<file path="src/rtl/slc3_core_hs.sv">
// SLC-3 subset datapath with an integrated multicycle sequencer and a req/ack memory port.
// Optional LDI/STI support is compiled in when SLC3_INDIRECT_EN is defined.
module slc3_core_hs #(
  parameter int                DATA_W   = 16,
  parameter int                ADDR_W   = 16,
  parameter logic [ADDR_W-1:0] RESET_PC = '0
) (
  input  logic              clk,
  input  logic              reset,
  input  logic              run_i,
  input  logic              continue_i,
  output logic              mem_req,
  output logic              mem_we,
  output logic [ADDR_W-1:0] mem_addr,
  output logic [DATA_W-1:0] mem_wdata,
  input  logic [DATA_W-1:0] mem_rdata,
  input  logic              mem_ack,
  output logic [11:0]       led_o,
  output logic [ADDR_W-1:0] pc_o,
  output logic [15:0]       ir_o,
  output logic              halted_o,
  output logic              paused_o
);

  if (DATA_W < 16 || ADDR_W > DATA_W) begin : g_bad_params
    $error("slc3_core_hs: need DATA_W >= 16 and ADDR_W <= DATA_W");
  end

  localparam logic [3:0] S_HALTED  = 4'd0;
  localparam logic [3:0] S_FETCH   = 4'd1;
  localparam logic [3:0] S_DECODE  = 4'd2;
  localparam logic [3:0] S_EXEC    = 4'd3;
  localparam logic [3:0] S_ADDR    = 4'd4;
  localparam logic [3:0] S_MEM_RD  = 4'd5;
  localparam logic [3:0] S_WB      = 4'd6;
  localparam logic [3:0] S_MEM_WR  = 4'd7;
  localparam logic [3:0] S_PAUSED  = 4'd8;
`ifdef SLC3_INDIRECT_EN
  localparam logic [3:0] S_IND_RD  = 4'd9;
  localparam logic [3:0] S_IND_PTR = 4'd10;
`endif

  logic [3:0]        state_q, state_d;
  logic [ADDR_W-1:0] pc_q, pc_d;
  logic [ADDR_W-1:0] mar_q, mar_d;
  logic [DATA_W-1:0] mdr_q, mdr_d;
  logic [15:0]       ir_q, ir_d;
  logic [2:0]        cc_q, cc_d;
  logic [11:0]       led_q, led_d;
  logic [DATA_W-1:0] rf_q [8];

  logic              rfWe;
  logic [2:0]        rfWaddr;
  logic [DATA_W-1:0] rfWdata;

  logic [3:0]        opcode;
  logic [DATA_W-1:0] srcA, srcB, srcDr, aluResult;
  logic [DATA_W-1:0] imm5X, off6X;
  logic [ADDR_W-1:0] off9A, off11A;

  function automatic logic [2:0] ccOf(input logic [DATA_W-1:0] r);
    if (r[DATA_W-1]) return 3'b100;
    else if (r == '0) return 3'b010;
    else return 3'b001;
  endfunction

  assign opcode = ir_q[15:12];
  assign imm5X  = {{(DATA_W-5){ir_q[4]}}, ir_q[4:0]};
  assign off6X  = {{(DATA_W-6){ir_q[5]}}, ir_q[5:0]};
  assign off9A  = ADDR_W'({{(DATA_W-9){ir_q[8]}}, ir_q[8:0]});
  assign off11A = ADDR_W'({{(DATA_W-11){ir_q[10]}}, ir_q[10:0]});
  assign srcA   = rf_q[ir_q[8:6]];
  assign srcB   = ir_q[5] ? imm5X : rf_q[ir_q[2:0]];
  assign srcDr  = rf_q[ir_q[11:9]];

  always_comb begin
    unique case (opcode)
      4'b0001: aluResult = srcA + srcB;
      4'b0101: aluResult = srcA & srcB;
      default: aluResult = ~srcA;
    endcase
  end

  // Request outputs decode from the state register alone, so an async reset drops mem_req at once.
  always_comb begin
    mem_req = (state_q == S_FETCH) || (state_q == S_MEM_RD) || (state_q == S_MEM_WR);
`ifdef SLC3_INDIRECT_EN
    if (state_q == S_IND_RD) mem_req = 1'b1;
`endif
  end

  assign mem_we    = (state_q == S_MEM_WR);
  assign mem_addr  = (state_q == S_FETCH) ? pc_q : mar_q;
  assign mem_wdata = mdr_q;
  assign led_o     = led_q;
  assign pc_o      = pc_q;
  assign ir_o      = ir_q;
  assign halted_o  = (state_q == S_HALTED);
  assign paused_o  = (state_q == S_PAUSED);

  always_comb begin
    state_d = state_q;
    pc_d    = pc_q;
    ir_d    = ir_q;
    mar_d   = mar_q;
    mdr_d   = mdr_q;
    cc_d    = cc_q;
    led_d   = led_q;
    rfWe    = 1'b0;
    rfWaddr = ir_q[11:9];
    rfWdata = aluResult;
    case (state_q)
      S_HALTED: if (run_i) state_d = S_FETCH;
      S_FETCH: begin
        if (mem_ack) begin
          ir_d    = mem_rdata[15:0];
          pc_d    = pc_q + ADDR_W'(1);
          state_d = S_DECODE;
        end
      end
      S_DECODE: begin
        case (opcode)
          4'b0110, 4'b0111: state_d = S_ADDR;
`ifdef SLC3_INDIRECT_EN
          4'b1010, 4'b1011: state_d = S_ADDR;
`endif
          default:          state_d = S_EXEC;
        endcase
      end
      S_EXEC: begin
        state_d = S_FETCH;
        case (opcode)
          4'b0001, 4'b0101, 4'b1001: begin
            rfWe = 1'b1;
            cc_d = ccOf(aluResult);
          end
          4'b0000: if ((ir_q[11:9] & cc_q) != 3'b000) pc_d = pc_q + off9A;
          4'b1100: pc_d = ADDR_W'(srcA);
          // R7 is read combinationally, so JSRR R7 still sees the old link value.
          4'b0100: begin
            rfWe    = 1'b1;
            rfWaddr = 3'd7;
            rfWdata = DATA_W'(pc_q);
            pc_d    = ir_q[11] ? (pc_q + off11A) : ADDR_W'(srcA);
          end
          4'b1101: begin
            led_d   = ir_q[11:0];
            state_d = S_PAUSED;
          end
          default: ;
        endcase
      end
      S_ADDR: begin
`ifdef SLC3_INDIRECT_EN
        if (opcode[3]) begin
          mar_d   = pc_q + off9A;
          state_d = S_IND_RD;
        end else begin
`endif
          mar_d = ADDR_W'(srcA + off6X);
          if (opcode == 4'b0111) begin
            mdr_d   = srcDr;
            state_d = S_MEM_WR;
          end else begin
            state_d = S_MEM_RD;
          end
`ifdef SLC3_INDIRECT_EN
        end
`endif
      end
      S_MEM_RD: begin
        if (mem_ack) begin
          mdr_d   = mem_rdata;
          state_d = S_WB;
        end
      end
      S_WB: begin
        rfWe    = 1'b1;
        rfWdata = mdr_q;
        cc_d    = ccOf(mdr_q);
        state_d = S_FETCH;
      end
      S_MEM_WR: if (mem_ack) state_d = S_FETCH;
      S_PAUSED: if (continue_i) state_d = S_FETCH;
`ifdef SLC3_INDIRECT_EN
      S_IND_RD: begin
        if (mem_ack) begin
          mdr_d   = mem_rdata;
          state_d = S_IND_PTR;
        end
      end
      S_IND_PTR: begin
        mar_d = mdr_q[ADDR_W-1:0];
        if (opcode[0]) begin
          mdr_d   = srcDr;
          state_d = S_MEM_WR;
        end else begin
          state_d = S_MEM_RD;
        end
      end
`endif
      default: state_d = S_HALTED;
    endcase
  end

  always_ff @(posedge clk or posedge reset) begin
    if (reset) begin
      state_q <= S_HALTED;
      pc_q    <= RESET_PC;
      ir_q    <= '0;
      mar_q   <= '0;
      mdr_q   <= '0;
      cc_q    <= 3'b010;
      led_q   <= '0;
      for (int i = 0; i < 8; i++) rf_q[i] <= '0;
    end else begin
      state_q <= state_d;
      pc_q    <= pc_d;
      ir_q    <= ir_d;
      mar_q   <= mar_d;
      mdr_q   <= mdr_d;
      cc_q    <= cc_d;
      led_q   <= led_d;
      if (rfWe) rf_q[rfWaddr] <= rfWdata;
    end
  end

endmodule
</file>
<file path="config.mk">
export PLATFORM = sky130hd
export DESIGN_NAME = slc3_core_hs
export DESIGN_NICKNAME = d
export VERILOG_FILES = /design/src/rtl/slc3_core_hs.sv
export SDC_FILE = /design/constraint.sdc
export NUM_CORES = 1
export LEC_CHECK = 0
export BUFFER_PORTS_ARGS = -buffer_cell sky130_fd_sc_hd__buf_2
export CAP_MARGIN = 5
export CELL_PAD_IN_SITES_DETAIL_PLACEMENT = 0
export CELL_PAD_IN_SITES_GLOBAL_PLACEMENT = 1
export CORE_MARGIN = 3
export CORE_UTILIZATION = 39
export DETAILED_ROUTE_END_ITERATION = 8
export PLACE_DENSITY = 0.69
export REMOVE_ABC_BUFFERS = 1
export SLEW_MARGIN = 20
export SYNTH_ARGS = -nofsm -noshare
export SYNTH_HDL_FRONTEND = slang
export SYNTH_SLANG_ARGS = --single-unit
</file>
<file path="constraint.sdc">
create_clock -name clk -period 11.2 [get_ports clk]
set_input_delay 1.68 -clock clk [delete_from_list [all_inputs] [get_ports clk]]
set_output_delay 1.68 -clock clk [all_outputs]
set_load 0.02 [all_outputs]
</file>
==> results.json <==
{
  "grt_pass1_vias": 12420,
  "fp-row-count": 71,
  "synth_top_area_share_pct": 34.50,
  "outcome": "finished clean",
  "cp_slowest_cell": "dfrtp_1",
  "yosys-top-cells-area": "dfrtp_1 35%, mux4_2 13%, mux2_2 6.0%, a21oi_1 5.2%, ha_1 4.4%",
  "num_io_pins": 101,
  "worstPathArrival_ps": 5200,
  "postSynthCellCount": 1510,
  "tns_ps": 0,
  "preCtsSetupSlack_ps": 6491,
  "yosys_warnings": 0,
  "viasPerCell": 6.050,
  "cts_setup_buffers": 0,
  "grt-ovfl-total": 0,
  "dieArea_mm2": 0.04146,
  "clkSinkCount": 211,
  "clk_path_buf_depth": 3,
  "placedCellCount": 2051,
  "setup_viol": 0,
  "dpl.hpwl_um": 35780,
  "r2r_start": "ir_o[8]$_DFFE_PP0P_",
  "cts_tree": "done",
  "hold_viol": 0,
  "numCtsBuffers": 25,
  "multiInputGateArea_mm2": 0.009358,
  "antenna_found_initial": 0,
  "die_x_um": 203.6,
  "max_freq_ghz": 0.2086,
  "ant_nets": 0,
  "yosys-top-cells-count": "210 x dfrtp_1, 158 x a21oi_1, 139 x nor2_1, 134 x nand2_1, 109 x o21ai_0",
  "grt_usage_pct": 24.12,
  "yosys.area.top_type": "dfrtp_1",
  "gp_congestion": 0.9497,
  "grt_pass1_wl_um": 77110,
  "fin_skew_ps": 11.26,
  "finalWirelength_um": 50380,
  "path_clk_slew_ps": 60,
  "drc": 0,
  "grt_max_degree": 87,
  "crit_family": "simple AND/OR/NAND/NOR gates",
  "initial_core_util_pct": 39.97,
  "worstPathMaxFanout": 20,
  "stdcell_count": 2097,
  "first_pass_iters": 5,
  "clock_latency_ps": 560,
  "critPathLaunchType": "flip-flop",
  "syn_area_per_cell_um2": 10.09,
  "die_h_um": 203.6,
  "antenna_cells": 0,
  "io_buffers": 100,
  "synth_most_common_cell": "dfrtp_1",
  "ys_async_sr_fraction_pct": 100.0,
  "ys_ff_latch": 211,
  "cts_resized": 0,
  "final_nets": 1644,
  "core_area_mm2": 0.03811,
  "period_share_pct": 42.80,
  "setup.worst_path.start": "ir_o[8]$_DFFE_PP0P_",
  "synth-main-ff-cell": "dfrtp_1",
  "max_cap_viol_count": 0,
  "first_iter_violations": 1080,
  "yosysSeqAreaShare_pct": 34.68,
  "grt_setup_unrepaired": "no",
  "cts-root-buf": "clkbuf_16",
  "endpoint_kind": "flip-flop",
  "worstMarginPinSlew_ps": 1027,
  "worstSetupPathType": "flip-flop to flip-flop",
  "syn_area_mm2": 0.01523,
  "hold_path_class": "flip-flop to flip-flop",
  "yosysUniqueCellTypes": 98,
  "setup_slack_ps": 6407,
  "worst_slew_margin_rel_pct": 31.56,
  "seq_area_mm2": 0.005290,
  "path_cells": "mux4_2 > mux2i_1 > inv_1 > ha_1 > nor2b_1 > o2111a_1 > nor4_1 > nor3_1 > nor3b_1 > nor2_1 > a221oi_2 > o21ai_0",
  "num-fill-cells": 3601,
  "avgRoutedWirePerCell_um": 24.03,
  "path_buf_inv": 1,
  "vias": 12690,
  "finalMaxSlewViolations": 0,
  "min_period_ps": 4793,
  "synth_edf_count": 0,
  "cts_hold_buf": 0,
  "hold_start": "mar_q[8]$_DFFE_PP0P_",
  "htree_levels": 1,
  "area_delta_synth_final_pct": 12.25,
  "drive_above_1_share_pct": 25.22,
  "max_stage_delay_ps": 1010,
  "cp.required_ps": 11600
}
==> path summary, 6_finish.rpt <==
| kind | endpoint | slack, ps | depth (start not counted) |
|---|---|---|---|
| min in group asynchronous | rf_q[79]$_DFFE_PP0P_ | 1210 | 2 |
| hold / removal | mar_q[8]$_DFFE_PP0P_ | 470 | 2 |
| setup reg to reg | rf_q[72]$_DFFE_PP0P_ | 6410 | 12 |
| hold reg to reg | mar_q[8]$_DFFE_PP0P_ | 470 | 2 |
| max in group asynchronous | pc_o[4]$_DFFE_PP0P_ | 8630 | 3 |
| setup / recovery | rf_q[72]$_DFFE_PP0P_ | 6410 | 12 |
==> cells by family (layout without fill, tap and decap cells) <==
group / after synthesis / in the layout / synth area share (%)
XOR/XNOR: 22 / 22 / 1.265
flip-flops: 211 / 211 / 34.68
buffers and inverters: 136 / 212 / 4.074
adder cells (fa/ha/maj): 56 / 56 / 4.748
multiplexers: 221 / 221 / 23.35
AND/OR/NAND/NOR: 437 / 437 / 13.68
AO/OA/AOI/OAI: 427 / 427 / 18.21
==> through the flow <==
| stage | hold slack, ps | instance area [um2] | utilization [%] |
|---|---|---|---|
| CTS | 481.1 | 17100 | 44.86 |
| global route | 502.6 | 17100 | 44.86 |
| global placement | 457.0 | 16160 | 42.40 |
| floorplan | 444.6 | 14740 | - |
| detailed placement | 466.8 | 16160 | 42.40 |
| finish | 473.8 | 17100 | 44.86 |
==> flip-flops by register name (all words and copies together) (netlist names) <==
signal     flops
cc_q           3
ir_o          16
led_o         12
mar_q         16
mem_wdata     16
pc_o          16
rf_q         128
state_q        4
==> worst min-delay path, delay by kind of cell (launching register included) <==
kind | cells | cell delay [ps]
compound gates | 1 | 60
flops | 1 | 340
simple gates | 1 | 40
==> placed cells by master (no fill, tap or decap), types with 10 or more instances in the layout <==
master	synthesis	final
and3_1	15	15
a31oi_1	12	12
ha_1	53	53
or3_1	15	15
xnor2_1	14	14
nor3_1	33	32
nand2_1	134	134
mux2i_1	44	44
buf_2	30	100
o21ai_0	109	109
dfrtp_1	210	203
buf_4	6	31
mux4_1	11	11
clkbuf_16	0	25
a211oi_1	13	13
o21ai_1	10	10
a21o_1	12	12
inv_1	34	33
or2_2	10	10
nor2_1	139	137
a21oi_1	158	158
mux4_2	85	85
mux2_2	81	81
nand3_1	21	21
==> area by class of cell <==
| class | count | share of cell area (%) |
|---|---|---|
| flip-flops and latches | 211 | 30.94 |
| well taps | 511 | 3.740 |
| multi-input cells | 1163 | 54.74 |
| inverters | 35 | 0.8124 |
| clock buffers | 35 | 4.172 |
| repair buffers | 131 | 4.289 |
| clock inverters | 11 | 1.310 |
==> per-layer routing <==
metal | wire, um | part of all wire [%] | track usage (%)
met4 | 1199 | 2.4 | 5.801
met3 | 2625 | 5.2 | 2.969
met5 | 0 | 0 | 0
met2 | 23460 | 47 | 38.88
met1 | 23100 | 46 | 34.87
Power is not shown: default switching activity piles up to over one toggle a cycle in this logic, so the estimate is an artifact.
